<file path="config.mk">
export PLATFORM = sky130hd
export DESIGN_NAME = bsg_link_token_return_ctrl
export DESIGN_NICKNAME = d
export VERILOG_FILES = /design/src/rtl/bsg_link_token_pkg.sv /design/src/rtl/bsg_link_token_decimator.sv /design/src/rtl/bsg_link_token_return_ctrl.sv
export SDC_FILE = /design/constraint.sdc
export NUM_CORES = 1
export LEC_CHECK = 0
export BUFFER_PORTS_ARGS = -buffer_cell sky130_fd_sc_hd__buf_2
export CAP_MARGIN = 20
export CORE_MARGIN = 2
export CORE_UTILIZATION = 50
export DETAILED_ROUTE_END_ITERATION = 7
export PLACE_DENSITY = 0.77
export SYNTH_ARGS = -nofsm -noshare
export SYNTH_HDL_FRONTEND = slang
export SYNTH_SLANG_ARGS = --single-unit
</file>
<file path="constraint.sdc">
create_clock -name clk -period 2.6 [get_ports clk]
set_input_delay 0.13 -clock clk [delete_from_list [all_inputs] [get_ports clk]]
set_output_delay 0.13 -clock clk [all_outputs]
set_load 0.02 [all_outputs]
</file>
<file path="src/rtl/bsg_link_token_pkg.sv">
// Shared definitions for the DDR link token-return controller:
// FSM state encoding, token timer width and parameter limits.
package bsg_link_token_pkg;

  // Token line FSM states
  typedef enum logic [1:0] {
    TOK_IDLE = 2'd0,
    TOK_HOLD = 2'd1,
    TOK_GAP  = 2'd2
  } tok_state_e;

  // Width of the HOLD/GAP timer
  localparam int TCNT_W = 4;

  // Legal parameter ranges
  localparam int LG_DEC_MIN     = 0;
  localparam int LG_DEC_MAX     = 4;
  localparam int TOKEN_TIME_MIN = 1;
  localparam int TOKEN_TIME_MAX = (1 << TCNT_W) - 1;

  // Timer load value for a phase lasting 'cycles' cycles (timer counts down to 0)
  function automatic logic [TCNT_W-1:0] tcnt_load(input int cycles);
    return TCNT_W'(cycles - 1);
  endfunction

endpackage

</file>
<file path="src/rtl/bsg_link_token_decimator.sv">
// Dequeue decimator: counts core dequeues, raises an earn strobe every
// 2^LG_DECIMATION dequeues, and keeps the saturating count of tokens
// earned but not yet started, with a sticky overflow flag.
module bsg_link_token_decimator
  import bsg_link_token_pkg::*;
#(
  parameter int CREDITS       = 64,
  parameter int LG_DECIMATION = 2,
  parameter int PW            = 5
) (
  input  logic          i_clk,
  input  logic          i_rst,
  input  logic          i_link_reset,
  input  logic          i_deq,
  input  logic          i_start,
  output logic          o_earn,
  output logic [PW-1:0] o_pending,
  output logic          o_overflow
);

  localparam int            PMAX   = CREDITS >> LG_DECIMATION;
  localparam logic [PW-1:0] PMAX_V = PW'(PMAX);

  logic          w_earn;
  logic          w_full;
  logic [PW-1:0] r_pending;
  logic          r_overflow;

  if (LG_DECIMATION == 0) begin : g_no_dcnt
    assign w_earn = i_deq;
  end else begin : g_dcnt
    logic [LG_DECIMATION-1:0] r_dcnt;
    // Decimation counter: wraps to 0 on the earning dequeue
    always_ff @(posedge i_clk or posedge i_rst) begin
      if (i_rst)             r_dcnt <= '0;
      else if (i_link_reset) r_dcnt <= '0;
      else if (i_deq)        r_dcnt <= r_dcnt + LG_DECIMATION'(1);
    end
    assign w_earn = i_deq & (&r_dcnt);
  end

  assign w_full = (r_pending == PMAX_V);

  // Pending tokens: earn and start in the same cycle cancel out
  always_ff @(posedge i_clk or posedge i_rst) begin
    if (i_rst) begin
      r_pending <= '0;
    end else if (i_link_reset) begin
      r_pending <= '0;
    end else if (w_earn && !i_start) begin
      if (!w_full) r_pending <= r_pending + PW'(1);
    end else if (i_start && !w_earn) begin
      r_pending <= r_pending - PW'(1);
    end
  end

  // Sticky overflow: a token earned with nowhere to store it
  always_ff @(posedge i_clk or posedge i_rst) begin
    if (i_rst)                             r_overflow <= 1'b0;
    else if (i_link_reset)                 r_overflow <= 1'b0;
    else if (w_earn && !i_start && w_full) r_overflow <= 1'b1;
  end

  assign o_earn     = w_earn;
  assign o_pending  = r_pending;
  assign o_overflow = r_overflow;

endmodule

</file>
<file path="src/rtl/bsg_link_token_return_ctrl.sv">
// Core-side token return scheduler for the DDR link downstream channel.
// Batches dequeues into credit tokens and drives them on token_o as
// fixed-width (TOKEN_HOLD) pulses separated by at least TOKEN_GAP low cycles.
// deq_i is a plain one-cycle strobe (core yumi): every high cycle is one
// consumed entry, there is no back-pressure on it. enable_i only gates
// the start of a new token; a token in flight always completes.
// Optional feature: define TOKEN_STATS_EN to add the tokens_sent_o counter.
module bsg_link_token_return_ctrl
  import bsg_link_token_pkg::*;
#(
  parameter int CREDITS       = 64,
  parameter int LG_DECIMATION = 2,
  parameter int TOKEN_HOLD    = 2,
  parameter int TOKEN_GAP     = 2,
  localparam int PW = $clog2(CREDITS >> LG_DECIMATION) + 1
) (
  input  logic          clk,
  input  logic          rst,
  input  logic          link_reset_i,
  input  logic          deq_i,
  input  logic          enable_i,
  output logic          token_o,
  output logic [PW-1:0] pending_o,
  output logic          busy_o,
  output logic          overflow_o
`ifdef TOKEN_STATS_EN
  ,
  output logic [15:0]   tokens_sent_o
`endif
);

  if (LG_DECIMATION < LG_DEC_MIN || LG_DECIMATION > LG_DEC_MAX) begin : g_bad_lg
    $error("LG_DECIMATION out of range");
  end
  if (TOKEN_HOLD < TOKEN_TIME_MIN || TOKEN_HOLD > TOKEN_TIME_MAX) begin : g_bad_hold
    $error("TOKEN_HOLD out of range");
  end
  if (TOKEN_GAP < TOKEN_TIME_MIN || TOKEN_GAP > TOKEN_TIME_MAX) begin : g_bad_gap
    $error("TOKEN_GAP out of range");
  end
  if ((CREDITS & (CREDITS - 1)) != 0 || CREDITS < (1 << LG_DECIMATION)) begin : g_bad_credits
    $error("CREDITS must be a power of two and at least 2^LG_DECIMATION");
  end

  localparam logic [TCNT_W-1:0] HOLD_LOAD = tcnt_load(TOKEN_HOLD);
  localparam logic [TCNT_W-1:0] GAP_LOAD  = tcnt_load(TOKEN_GAP);

  tok_state_e        r_state;
  tok_state_e        w_state_next;
  logic [TCNT_W-1:0] r_tcnt;
  logic [TCNT_W-1:0] w_tcnt_next;
  logic              r_token;
  logic              w_start;
  logic              w_can_start;
  logic              w_tcnt_zero;
  logic              w_earn;
  logic [PW-1:0]     w_pending;
  logic              w_overflow;

  bsg_link_token_decimator #(
    .CREDITS       (CREDITS),
    .LG_DECIMATION (LG_DECIMATION),
    .PW            (PW)
  ) u_decimator (
    .i_clk        (clk),
    .i_rst        (rst),
    .i_link_reset (link_reset_i),
    .i_deq        (deq_i),
    .i_start      (w_start),
    .o_earn       (w_earn),
    .o_pending    (w_pending),
    .o_overflow   (w_overflow)
  );

  assign w_can_start = enable_i & (w_pending != '0);
  assign w_tcnt_zero = (r_tcnt == '0);

  // Next-state logic; a start from GAP skips IDLE so tokens run back to back
  always_comb begin
    w_state_next = r_state;
    w_tcnt_next  = r_tcnt;
    w_start      = 1'b0;
    case (r_state)
      TOK_IDLE: begin
        if (w_can_start) begin
          w_start      = 1'b1;
          w_state_next = TOK_HOLD;
          w_tcnt_next  = HOLD_LOAD;
        end
      end
      TOK_HOLD: begin
        if (w_tcnt_zero) begin
          w_state_next = TOK_GAP;
          w_tcnt_next  = GAP_LOAD;
        end else begin
          w_tcnt_next  = r_tcnt - TCNT_W'(1);
        end
      end
      TOK_GAP: begin
        if (w_tcnt_zero) begin
          if (w_can_start) begin
            w_start      = 1'b1;
            w_state_next = TOK_HOLD;
            w_tcnt_next  = HOLD_LOAD;
          end else begin
            w_state_next = TOK_IDLE;
          end
        end else begin
          w_tcnt_next  = r_tcnt - TCNT_W'(1);
        end
      end
      default: begin
        w_state_next = TOK_IDLE;
        w_tcnt_next  = '0;
      end
    endcase
  end

  // State, timer and registered token line; link reset wins over everything
  always_ff @(posedge clk or posedge rst) begin
    if (rst) begin
      r_state <= TOK_IDLE;
      r_tcnt  <= '0;
      r_token <= 1'b0;
    end else if (link_reset_i) begin
      r_state <= TOK_IDLE;
      r_tcnt  <= '0;
      r_token <= 1'b0;
    end else begin
      r_state <= w_state_next;
      r_tcnt  <= w_tcnt_next;
      r_token <= (w_state_next == TOK_HOLD);
    end
  end

`ifdef TOKEN_STATS_EN
  logic [15:0] r_tokens_sent;
  // Wrapping count of token starts
  always_ff @(posedge clk or posedge rst) begin
    if (rst)               r_tokens_sent <= '0;
    else if (link_reset_i) r_tokens_sent <= '0;
    else if (w_start)      r_tokens_sent <= r_tokens_sent + 16'd1;
  end
  assign tokens_sent_o = r_tokens_sent;
`endif

  assign token_o    = r_token;
  assign pending_o  = w_pending;
  assign busy_o     = (r_state != TOK_IDLE);
  assign overflow_o = w_overflow;

  logic w_unused;
  assign w_unused = w_earn;

endmodule
</file>
Word level (Yosys, flattened, before mapping)
Cells that the tools add are included.
{ "classes": {"n_eq_ne": 5, "add_sub_neg": 4, "muxes": 23, "reduce_logical": 14, "bitwise_logic": 2} }
{ "op_table": {"columns": ["op", "n"], "rows": [
  ["5-bit two-way mux", 4],
  ["4-bit two-way mux", 4],
  ["2-bit two-way mux", 6],
  ["4-bit case mux with 3 select lines", 1],
  ["1-bit two-way mux", 6],
  ["2-bit case mux with 3 select lines", 1],
  ["2-bit nonzero test", 3],
  ["5-bit by 1-bit adder with 5-bit output (second input constant)", 1],
  ["5-bit == test (second input constant)", 1],
  ["5-bit nonzero test", 1],
  ["5-bit by 1-bit subtractor with 5-bit output (second input constant)", 1],
  ["2-bit by 1-bit == test with 1-bit output (second input constant)", 2],
  ["4-bit zero test", 1],
  ["2-bit AND reduction", 2],
  ["4-bit by 1-bit subtractor with 4-bit output (second input constant)", 1],
  ["1-bit logical AND", 3],
  ["3-bit inequality test (second input constant)", 1],
  ["3-bit nonzero test", 1],
  ["2-bit by 1-bit adder with 2-bit output (second input constant)", 1],
  ["1-bit AND", 2],
  ["2-bit == test (second input constant)", 1],
  ["1-bit zero test", 2],
  ["2-bit zero test", 1],
  ["1-bit case mux with 2 select lines", 1]
]} }
{ "word_totals": {"out_inout_bits": 8, "word_cells": 54, "input_bits": 5, "register_bits": 15} }

Longest topological paths before layout
Gate-level depths: netlist of the first run.
{ "depth": {"depth_word": 10, "mapped_depth": 11} }

Cells and area by module
Synthesis of the first run repeated with hierarchy kept, for this count alone.
{ "unflattened": {"hier_cells": 106, "hier_area_um2": 1019.7} }
{ "by_module_without_submodules": {"columns": ["mod", "area_each_um2", "n_inst", "cells_per_inst"], "rows": [
  ["bsg_link_token_decimator", 586.8, 1, 55],
  ["bsg_link_token_return_ctrl", 432.9, 1, 51]
]} }

Least setup slack after synthesis of the first run
No wires, ideal clock.
{ "synth_path": {"path_type": "flip-flop to flip-flop", "startpoint": "register r_tcnt[0]", "endpoint": "register u_decimator.r_pending[4] (netlist: u_decimator.o_pending[4])", "path_slack_ns": -0.176, "synth_period_minus_slack_ns": 2.776, "stages_incl_launch_ff": 12, "n_path_buf": 0, "setup_ns": 0.120, "required_ns": 2.480, "arrival_ns": 2.657, "path_cell_list": "dfrtp_1 -> inv_1 -> ha_1 -> or3b_4 -> a221o_2 -> nand3_1 -> ha_1 -> a21o_1 -> a21oi_1 -> xor2_1 -> a211oi_1 -> a31o_1"} }
{ "synth_via": {"elab_chain_len": 7, "word_cells_on_any_way": 11, "cone_classes": "eq/ne (1); mux (4); reduce/logical (6)"} }
{ "synth_lines": {"columns": ["item", "line_no", "text"], "rows": [
  ["start: declaration", "bsg_link_token_return_ctrl.sv:50", "logic [TCNT_W-1:0] r_tcnt;"],
  ["start signal: assignment", "bsg_link_token_return_ctrl.sv:131", "r_tcnt <= w_tcnt_next;"],
  ["4-bit zero test (*)", "bsg_link_token_return_ctrl.sv:76", "assign w_tcnt_zero = (r_tcnt == '0);"],
  ["1-bit two-way mux (*)", "bsg_link_token_return_ctrl.sv:100", "if (w_tcnt_zero) begin"],
  ["1-bit case mux with 2 select lines (*)", "bsg_link_token_return_ctrl.sv:83", "case (r_state)"],
  ["1-bit zero test", "bsg_link_token_decimator.sv:50", "end else if (w_earn && !i_start) begin"],
  ["1-bit logical AND", "bsg_link_token_decimator.sv:50", null],
  ["3-bit inequality test (no line) (tied with other cells)", null, null],
  ["2-bit AND reduction (no line) / 5-bit two-way mux (equally long branches)", null, null],
  ["end signal: assignment", "bsg_link_token_decimator.sv:51", "if (!w_full) r_pending <= r_pending + PW'(1);"],
  ["end signal: assignment", "bsg_link_token_decimator.sv:53", "r_pending <= r_pending - PW'(1);"],
  ["end: declaration", "bsg_link_token_decimator.sv:26", "logic [PW-1:0] r_pending;"]
]} }
Every way passes the cells marked *; elsewhere a longest branch is shown, timed or not.
A chain may end at the register's enable or synchronous reset.

Worst setup path in the final report of the first run
Same ends and word-level chain as after synthesis.

==> reports/metrics.cfg, run 1 <==
[timing]
worst_slack_ns = -0.0250
fmaxAchievable_ghz = 0.381
rsz0062_at_grt = true
holdWs_ns = 0.199
hold_violations = 0
slew_viol_final = 0
setup_violations = 1
period_minus_slack_ns = 2.63
maxSlewHeadroom = 0.621
tightest_slew_ns = 0.568
skew_ns = 0.00848
fin_crit_sh = 1.01

[critical_path]
cp-end-kind = register
critPathMaxStageDelay_ns = 0.40
critPathMaxFanout = 4
worstPathArrival_ns = 2.82
timing_worst_setup_path_type = register to register
start_kind = register
slowest_stage = a221o_2
cp_cell_sequence = inv_2 > ha_4 > or3b_4 > a221o_2 > nand3_4 > buf_6 > fa_2 > a21o_1 > a21oi_2 > xor2_2 > buf_4 > a31o_1
critPathRequiredTime_ns = 2.80

[logic_synthesis]
synth_fp_nets = 108
ys_warn_count = 0
async_flop_share = 1.00
synth_cell_types = 30
yosysSeqAreaShare = 0.396
synth_ff_type = dfrtp_1
syn_area_um2 = 948
synth-edff-count = 0
syn_inst = 96
synth.avg_cell_area_um2 = 9.88
ys_ff_latch = 15

[drt]
met3_length_um = 72
drt-total-wl_um = 2180
wl_met1_um = 1050
vias = 829
route.met2.wl_um = 1020
routedWlPerCell_um = 14.2
drtIter0Drc = 14
routed_via_density = 5.42
drc_errors = 0
antenna_left = 0
drt_pass1_iterations = 4
dr.max_layer_used = met4

[clock_network]
clk_latency_ns = 0.29
clock-sinks = 15
tritoncts = yes
clkTransAtPathRegs_ns = 0.10
htreeDepth = 1
clockRootBuffer = clkbuf_4
cts_made_buffers = 3
ctsLongestPathBuffers = 2

[run]
max_cap_violations = 0

[outcome]
outcome = complete, but fails checks
violations = negative setup slack

[die]
fp.dieH_um = 47.6
coreArea_um2 = 1760
initial_core_util = 0.538
dieArea_um2 = 2260
rows = 15
boundaryPins = 13
die_w_um = 47.6

[power]
swShare = 0.434
power_density_nw_per_um2 = 1210
p_leak_nw = 0.618
clkPwrFrac = 0.091
intPower_uw = 874
p_comb_frac = 0.681
p_seq_frac = 0.228
power.switching_uw = 672
ir_drop_uv = 799

[placed_design]
io_buffers = 12
dp.cells = 140
gp_congestion = 0.734
place_area_um2 = 1140
dp_slack_ns = -0.0159
dp_hpwl_um = 1460

[grt]
overflow = 0
grt_pass1_wl_um = 3590
antenna_found_initial = 0
grt_pass1_vias = 766
grt_max_degree = 17
grt.total_usage = 0.234

[finish]
num-nets-final = 141
area_growth_pct = 34.8
diodes = 0
layout-drive-gt1-share = 0.414
final_cell_area_um2 = 1280
fin_cells = 153
seq_area_um2 = 377
fill_cells = 142
multi_input_area_um2 = 608

[min_path]
min_path_type = input pin to register

worst max-delay path, delay by kind of cell, from the launching register on:
family / cells / cell delay, ns
simple gates: 2 / 0.47
flops: 1 / 0.39
xor+xnor: 1 / 0.19
compound gates: 4 / 0.81
buf+inv: 3 / 0.34
fa+ha+maj: 2 / 0.34
layout by cell type (no fill, tap or decap), types with 3 or more instances in the layout:
cell type,Yosys,final
inv_1,5,3
buf_4,0,18
nand2_1,8,8
mux2i_1,3,3
ha_4,0,3
a21oi_1,5,4
buf_2,0,12
xnor2_1,4,4
dfrtp_1,15,14
nor3_1,4,4
ha_1,6,3
a31oi_1,4,4
nor2_1,11,11
clkbuf_4,0,3
Yosys cell counts (2+ instances only):
library cell	number	share of area
dfrtp_1	15	0.40
nor2_1	11	0.044
nand2_1	8	0.032
ha_1	6	0.079
a21oi_1	5	0.026
inv_1	5	0.020
a31oi_1	4	0.026
clkbuf_1	4	0.016
nor3_1	4	0.021
xnor2_1	4	0.037
a211oi_1	3	0.024
mux2i_1	3	0.032
xor2_1	3	0.028
a21o_1	2	0.016
nand3_1	2	0.011
o21a_1	2	0.016
o21ai_0	2	0.011
kinds of logic (layout without fill, tap and decap cells):
family                     Yosys count  in the layout  synth area share
xor gates and xnor gates             7              7            0.0646
DFF                                 15             15             0.396
buffers and inverters                9             41            0.0356
muxes                                3              3            0.0317
AOI/OAI and AO/OA                   24             24             0.202
and+or+nand+nor                     31             31             0.170
adders and majority gates            7              7             0.100
metrics by stage:
stage | utilization | total power [mW] | setup TNS [ns]
detailed placement | 0.645 | 1.21 | -0.0159
global placement | 0.645 | 1.19 | 0
CTS | 0.709 | 1.46 | 0
finish | 0.725 | 1.55 | -0.0250
floorplan | - | 0.958 | 0
global route | 0.725 | 1.66 | -0.159
registers in the layout, indices dropped and copies added, names as in the netlist:
register	cells
u_decimator.o_pending	5
r_tcnt	4
r_state	2
u_decimator.g_dcnt.r_dcnt	2
token_o	1
u_decimator.o_overflow	1
final timing paths:
kind	startpoint	end	slack, ns	cells past startpoint
setup / recovery	r_tcnt[0]	u_decimator.o_pending[4]	-0.03	12
hold / removal	deq_i	u_decimator.g_dcnt.r_dcnt[1]	0.20	3
setup reg to reg	r_tcnt[0]	u_decimator.o_pending[4]	-0.03	12
hold reg to reg	u_decimator.o_overflow	u_decimator.o_overflow	0.51	2
max in group asynchronous	rst	u_decimator.o_pending[2]	1.78	3
min in group asynchronous	rst	u_decimator.o_pending[1]	0.42	3
routing by layer:
metal / track usage / up-vias
met4: 0.0973 / 0
met1: 0.332 / 396
met3: 0.0340 / 4
li1: - / 408
met2: 0.359 / 21
met5: 0 / -
cell type report:
class | instances | share of cell area
Multi-Input combinational cell | 72 | 0.476
Sequential cell | 15 | 0.295
Timing Repair Buffer | 32 | 0.169
Tap cell | 25 | 0.0245
Clock buffer | 3 | 0.0176
Inverter | 5 | 0.0147
Clock inverter | 1 | 0.00391
power groups by stage:
stage | Sequential (mW) | Clock (mW) | Combinational, mW
4_1_cts | 0.351 | 0.140 | 0.968
2_1_floorplan | 0.403 | 0 | 0.555
6_report | 0.352 | 0.141 | 1.05
3_5_place_dp | 0.353 | 0 | 0.858
3_3_place_gp | 0.350 | 0 | 0.839
5_1_grt | 0.357 | 0.154 | 1.15
repair_timing:
| action | 4_1_cts | 5_1_grt |
|---|---|---|
| buffers inserted | 6 | 2 |
| endpoints found under the hold margin | 15 | 0 |
| gates resized for setup | 5 | 2 |
| endpoints found under the setup margin | 1 | 1 |
| hold buffers | 1 | 0 |
| pin swaps | 7 | 8 |
No activity file was read; power rests on OpenSTA's default activity.
==> run 2, diff against run 1 <==
--- a/config.mk
+++ b/config.mk
@@ -10,7 +10,8 @@
 export CORE_MARGIN = 2
 export CORE_UTILIZATION = 50
 export DETAILED_ROUTE_END_ITERATION = 7
-export PLACE_DENSITY = 0.77
+export PLACE_DENSITY = 0.78
 export SYNTH_ARGS = -nofsm -noshare
 export SYNTH_HDL_FRONTEND = slang
+export SYNTH_HIERARCHICAL = 1
 export SYNTH_SLANG_ARGS = --single-unit
==> run 2 against run 1 <==
Net effect: the run now ends clean; setup slack better by 0.12 ns; wire length up 3.6%; first-iteration DRC count is 7.1% lower; register-to-register slack better by 0.12 ns; design area is 1.9% higher; non-clock buffer count fell by 8; clock skew shrank 0.00086 ns; synthesized cell count increased by 9.4%; power shrank 19%; fmax rose by 4.6%; worst hold slack got worse by 0.016 ns; critical endpoint is now u_decimator/o_pending[4]; largest power group unchanged.
==> reports/metrics.cfg, run 2 <==
[placed_design]
io_buffers = 12  ; unchanged
gp_congestion = 0.804  ; +9.5%
dp_hpwl_um = 1620  ; +11%

[finish]
diodes = 0  ; unchanged
mostFrequentLayoutCells = nor2_1 (14), dfrtp_1 (14), buf_2 (12), buf_4 (11), inv_1 (10)
num-nets-final = 144  ; +2.1%
largest_reg_flops = 5  ; unchanged
layout-drive-gt1-share = 0.389  ; -0.0247
area_growth_pct = 28.5
fill_cells = 168  ; +18%

[timing]
fin_crit_sh = 0.965  ; -0.0444
skew_ns = 0.00762  ; -0.000859 ns
slew_viol_final = 0  ; unchanged
maxSlewHeadroom = 0.729  ; +0.108
tightest_slew_ns = 0.407  ; -0.161 ns
fin_setup_tns_ns = 0  ; +0.0250 ns
rsz0062_at_grt = true
setup_violations = 0  ; -1
hold_violations = 0  ; unchanged
fmaxAchievable_ghz = 0.398  ; +4.6%
period_minus_slack_ns = 2.51  ; -0.115 ns
holdWs_ns = 0.183  ; -0.0161 ns

[die]
fp.dieH_um = 49.0  ; +3.1%
dieArea_um2 = 2400  ; +6.3%
boundaryPins = 13  ; unchanged
coreArea_um2 = 1940  ; +10%
initial_core_util = 0.522  ; -0.0157
die_w_um = 49.0  ; +3.1%
rows = 16  ; +1

[critical_path]
ff2ff_path_depth = 11  ; -1
worstPathArrival_ns = 2.69  ; -0.13 ns
cp-end-kind = register
timing_worst_setup_path_type = register to register
reg2reg_to = u_decimator/o_pending[4]
reg2reg_slack_ns = 0.09  ; +0.12 ns
critPathRequiredTime_ns = 2.78  ; -0.02 ns
start_kind = register
timing.rr.start = r_tcnt[0]
critPathMaxFanout = 6  ; +2

[drt]
drt_pass1_iterations = 4  ; unchanged
drc_errors = 0  ; unchanged
antenna_left = 0  ; unchanged
drtIter0Drc = 13  ; -1
dr.max_layer_used = met4
route.met2.wl_um = 1250  ; +23%
met3_length_um = 67  ; -6.9%
wl_met1_um = 901  ; -14%
vias = 869  ; +4.8%
routed_via_density = 5.50  ; +1.5%
drt-total-wl_um = 2260  ; +3.6%
routedWlPerCell_um = 14.3  ; +0.35%

[logic_synthesis]
ys_warn_count = 6  ; +6
synth_fp_nets = 117  ; +8.3%
synth.avg_cell_area_um2 = 9.65  ; -2.3%
syn_area_um2 = 1010  ; +6.9%
syn_inst = 105  ; +9.4%

[grt]
overflow = 0  ; unchanged
grt.total_usage = 0.207  ; -0.0273
grt_pass1_wl_um = 3830  ; +6.5%
grt_max_degree = 18  ; +1
grt_pass1_vias = 858  ; +12%
antenna_found_initial = 0  ; unchanged

[min_path]
hold_path_end = u_decimator/g_dcnt.r_dcnt[0]
min_path_type = input pin to register
worstHoldStart = deq_i
whs_path_depth = 3  ; unchanged

[run]
max_cap_violations = 0  ; unchanged

[clock_network]
ctsLongestPathBuffers = 2  ; unchanged
clkTransAtPathRegs_ns = 0.10  ; about the same
cts_made_buffers = 3  ; unchanged
clk_latency_ns = 0.29  ; about the same
tritoncts = yes
clock-sinks = 15  ; unchanged
htreeDepth = 1  ; unchanged
clockRootBuffer = clkbuf_4

[power]
p_seq_frac = 0.276  ; +0.048
p_leak_nw = 0.604  ; -2.3%
p_comb_frac = 0.612  ; -0.069
intPower_uw = 706  ; -19%
clkPwrFrac = 0.112  ; +0.021
ir_drop_uv = 536  ; -33%
power_density_nw_per_um2 = 966  ; -20%
swShare = 0.439  ; +0.00403
power.switching_uw = 552  ; -18%

[outcome]
outcome = complete, no violations

[run 2: changes by cell type in the layout (fill, tap and decap cells not counted), moves of 3 or more]
| cell | previous run | this run |
|---|---|---|
| o21ai_0 | 2 | 5 |
| nand2_1 | 8 | 2 |
| nor2_1 | 11 | 14 |
| inv_1 | 3 | 10 |
| buf_4 | 18 | 11 |
[run 2: timing repair]
| item | in CTS | in global routing |
|---|---|---|
| hold buffers | 1 | 0 |
| resized for setup | 0 | 11 |
| endpoints found under the hold margin | 15 | 0 |
| endpoints found under the setup margin | 0 | 3 |
| buffers inserted | 0 | 4 |
[run 2: power groups by stage]
stage	Sequential (mW)	Combinational, mW	Clock (mW)
floorplan	0.394	0.440	0
global placement	0.347	0.648	0
detailed placement	0.351	0.669	0
CTS	0.346	0.673	0.145
global route	0.356	0.843	0.160
finish	0.347	0.770	0.141
[run 2: how the worst max path moves through the flow]
stage | startpoint | end | slack, ns | cells after the start
floorplan | r_tcnt[0] | u_decimator/o_pending[4] | 0.003 | 11
global placement | r_tcnt[0] | u_decimator/o_pending[4] | 0.12 | 10
detailed placement | r_tcnt[0] | u_decimator/o_pending[4] | 0.05 | 10
CTS | r_tcnt[0] | u_decimator/o_pending[4] | 0.02 | 10
global route | r_tcnt[1] | u_decimator/o_pending[4] | -0.06 | 11
finish | r_tcnt[0] | u_decimator/o_pending[4] | 0.09 | 11
[run 2: metal layers]
layer	GRT usage	up-vias
met2	0.363	17
met3	0.0368	6
li1	-	424
met4	0.0714	0
met5	0	-
met1	0.254	422
[run 2: layout make-up]
class | instances | area, um2 | area share
clock inverter | 1 | 7.51 | 0.00576
inverter | 10 | 37.5 | 0.0288
multi-input combinational | 78 | 672 | 0.516
timing repair buffer | 24 | 153 | 0.117
tap | 27 | 33.8 | 0.0259
clock buffer | 3 | 22.5 | 0.0173
sequential | 15 | 377 | 0.289
[run 2: through the flow]
stage / utilization / total power [mW] / std cells / worst slack [ns] / area, um2
after floorplan: - / 0.834 / 105 / 0.00270 / 1030
after global placement: 0.602 / 0.995 / 149 / 0.120 / 1170
after detailed placement: 0.602 / 1.02 / 149 / 0.0485 / 1170
after CTS: 0.623 / 1.16 / 154 / 0.0210 / 1210
after global routing: 0.671 / 1.36 / 158 / -0.0564 / 1300
final: 0.671 / 1.26 / 158 / 0.0904 / 1300
[run 2: critical path, cell delays in order (launching register included)]
cell	delay, ns
dfrtp_1	0.41
inv_1	0.09
ha_2	0.19
or3b_4	0.38
and2_4	0.19
nor3_4	0.13
nand3b_4	0.20
fa_2	0.24
nand3_2	0.11
nand2_1	0.10
a21oi_1	0.05
a311o_1	0.31
==> run 3, diff against run 2 <==
--- a/config.mk
+++ b/config.mk
@@ -7,11 +7,9 @@
 export LEC_CHECK = 0
 export BUFFER_PORTS_ARGS = -buffer_cell sky130_fd_sc_hd__buf_2
 export CAP_MARGIN = 20
-export CORE_MARGIN = 2
 export CORE_UTILIZATION = 50
 export DETAILED_ROUTE_END_ITERATION = 7
-export PLACE_DENSITY = 0.78
+export PLACE_DENSITY = 0.79
 export SYNTH_ARGS = -nofsm -noshare
 export SYNTH_HDL_FRONTEND = slang
-export SYNTH_HIERARCHICAL = 1
 export SYNTH_SLANG_ARGS = --single-unit
==> run 3 against run 2 <==
Net effect: the run now ends with negative setup slack left; flip-flop and latch count unchanged; global-route usage increased by 4.9 points; via count down 1.3%; final cell count fell by 5.1%.
==> reports/metrics.cfg, run 3 (synthesis results as in run 1) <==
[outcome]
outcome = complete, but fails checks
violations = negative setup slack

[drt]
drtIter0Drc = 20  ; +7
drc_errors = 0  ; unchanged
routed_via_density = 5.72  ; +4.0%
routedWlPerCell_um = 15.0  ; +5.0%
vias = 858  ; -1.3%
drt-total-wl_um = 2250  ; -0.35%
antenna_left = 0  ; unchanged
drt_pass1_iterations = 4  ; unchanged

[timing]
worst_slack_ns = -0.0757  ; -0.166 ns
rsz0062_at_grt = true
maxSlewHeadroom = 0.606  ; -0.123
fmaxAchievable_ghz = 0.374  ; -6.2%
slew_viol_final = 0  ; unchanged
setup_violations = 1  ; +1
period_minus_slack_ns = 2.68  ; +0.166 ns
skew_ns = 0.00486  ; -0.00277 ns
tightest_slew_ns = 0.590  ; +0.183 ns
hold_violations = 0  ; unchanged
fin_crit_sh = 1.03  ; +0.0639
holdWs_ns = 0.189  ; +0.00568 ns

[grt]
antenna_found_initial = 0  ; unchanged
grt-busiest-layer = met2
grt_pass1_vias = 818  ; -4.7%
overflow = 0  ; unchanged
use_met1 = 0.334  ; +0.0802
use_met3 = 0.0516  ; +0.0148
grt_max_degree = 17  ; -1
grt_pass1_wl_um = 3730  ; -2.5%
grt.total_usage = 0.255  ; +0.0485
gr-usage-met2 = 0.403  ; +0.0398

[die]
fp.dieH_um = 45.6  ; -7.1%
rows = 15  ; -1
dieArea_um2 = 2070  ; -14%
coreArea_um2 = 1750  ; -10%
initial_core_util = 0.543  ; +0.0215
boundaryPins = 13  ; unchanged
die_w_um = 45.6  ; -7.1%

[min_path]
min_path_type = input pin to register

[power]
ir_drop_uv = 702  ; +31%
power_density_nw_per_um2 = 1180  ; +22%
p_leak_nw = 0.602  ; -0.40%
total_power_mw = 1.48  ; +18%

[critical_path]
critPathRequiredTime_ns = 2.78  ; about the same
worstPathArrival_ns = 2.86  ; +0.17 ns
cp-end-kind = register
timing_worst_setup_path_type = register to register
start_kind = register
critPathMaxFanout = 4  ; -2

[finish]
fill_cells = 139  ; -17%
num-nets-final = 138  ; -4.2%
layout-drive-gt1-share = 0.392  ; +0.00269
area_growth_pct = 32.3
seq_area_um2 = 377  ; unchanged
final_cell_area_um2 = 1250  ; -3.7%
diodes = 0  ; unchanged
layout_commonest_cell = buf_4
largest_reg_flops = 5  ; unchanged
multi_input_area_um2 = 608  ; -9.5%
mostFrequentLayoutCells = buf_4 (15), dfrtp_1 (14), buf_2 (12), nor2_1 (11), nand2_1 (8)

[placed_design]
gp_congestion = 0.858  ; +6.7%
dp_hpwl_um = 1570  ; -3.4%
place_area_um2 = 1140  ; -2.8%
io_buffers = 12  ; unchanged

[clock_network]
ctsLongestPathBuffers = 2  ; unchanged
clkTransAtPathRegs_ns = 0.09  ; about the same
clk_latency_ns = 0.29  ; about the same
cts_made_buffers = 3  ; unchanged
clockRootBuffer = clkbuf_4
htreeDepth = 1  ; unchanged
clock-sinks = 15  ; unchanged
tritoncts = yes

[run]
max_cap_violations = 0  ; unchanged

-- run 3: changes by cell type in the layout (fill, tap and decap cells not counted), moves of 3 or more --
cell     change
o21ai_0      -3
nand2_1      +6
inv_1        -7
buf_4        +4
nor2_1       -3
-- run 3: final cells by class --
| cell class | instances | share of cell area |
|---|---|---|
| multi-input cells | 72 | 0.485 |
| flip-flops and latches | 15 | 0.300 |
| repair buffers | 29 | 0.155 |
| clock buffers | 4 | 0.0209 |
| inverters | 5 | 0.0150 |
| well taps | 25 | 0.0249 |
-- run 3: layer usage --
layer	vias to the layer above	wire length [um]	part of all wire
li1	400	-	-
met1	429	993	0.44
met2	26	1120	0.50
met3	3	116	0.052
met4	0	24	0.011
met5	-	0	0
-- run 3: what timing repair did --
| item | 4_1_cts | 5_1_grt |
|---|---|---|
| endpoints found under the setup margin | 1 | 2 |
| hold buffers | 1 | 0 |
| endpoints found under the hold margin | 15 | 0 |
| buffers inserted | 4 | 1 |
| pin swaps | 8 | 5 |
| resized for setup | 4 | 3 |
-- run 3: final timing paths --
path	end	slack [ns]	start	cells past startpoint
setup / recovery	u_decimator.o_pending[4]	-0.08	r_tcnt[1]	12
hold / removal	u_decimator.g_dcnt.r_dcnt[0]	0.19	deq_i	3
setup reg to reg	u_decimator.o_pending[4]	-0.08	r_tcnt[1]	12
hold reg to reg	u_decimator.o_overflow	0.51	u_decimator.o_overflow	2
max in group asynchronous	u_decimator.o_pending[2]	1.74	rst	3
min in group asynchronous	r_state[0]	0.43	rst	3
-- run 3: report_power, final --
part	switching (mW)	internal (mW)	total (mW)	leakage (nW)
combinational	0.523	0.464	0.987	0.386
sequential	0.0551	0.297	0.352	0.201
clock	0.0792	0.0598	0.139	0.0150
-- run 3: critical path, stage by stage (launching register included) --
cell and delay (ns):
dfrtp_1 0.40, inv_2 0.07, ha_4 0.13, or3b_4 0.38, a221o_2 0.39, nand3_4 0.11, buf_6 0.13, fa_2 0.22
a21o_1 0.14, a21oi_2 0.07, xor2_2 0.22, a211oi_2 0.10, a31o_1 0.21
-- run 3: metrics by stage --
step / TNS (ns) / utilization / cells / setup slack [ns]
after detailed placement: -0.0539 / 0.652 / 140 / -0.0539
after global placement: 0 / 0.652 / 140 / 0.0187
after global routing: -0.154 / 0.719 / 150 / -0.148
final: -0.0757 / 0.719 / 150 / -0.0757
after CTS: -0.0634 / 0.705 / 149 / -0.0634
after floorplan: 0 / - / 96 / 0.00174
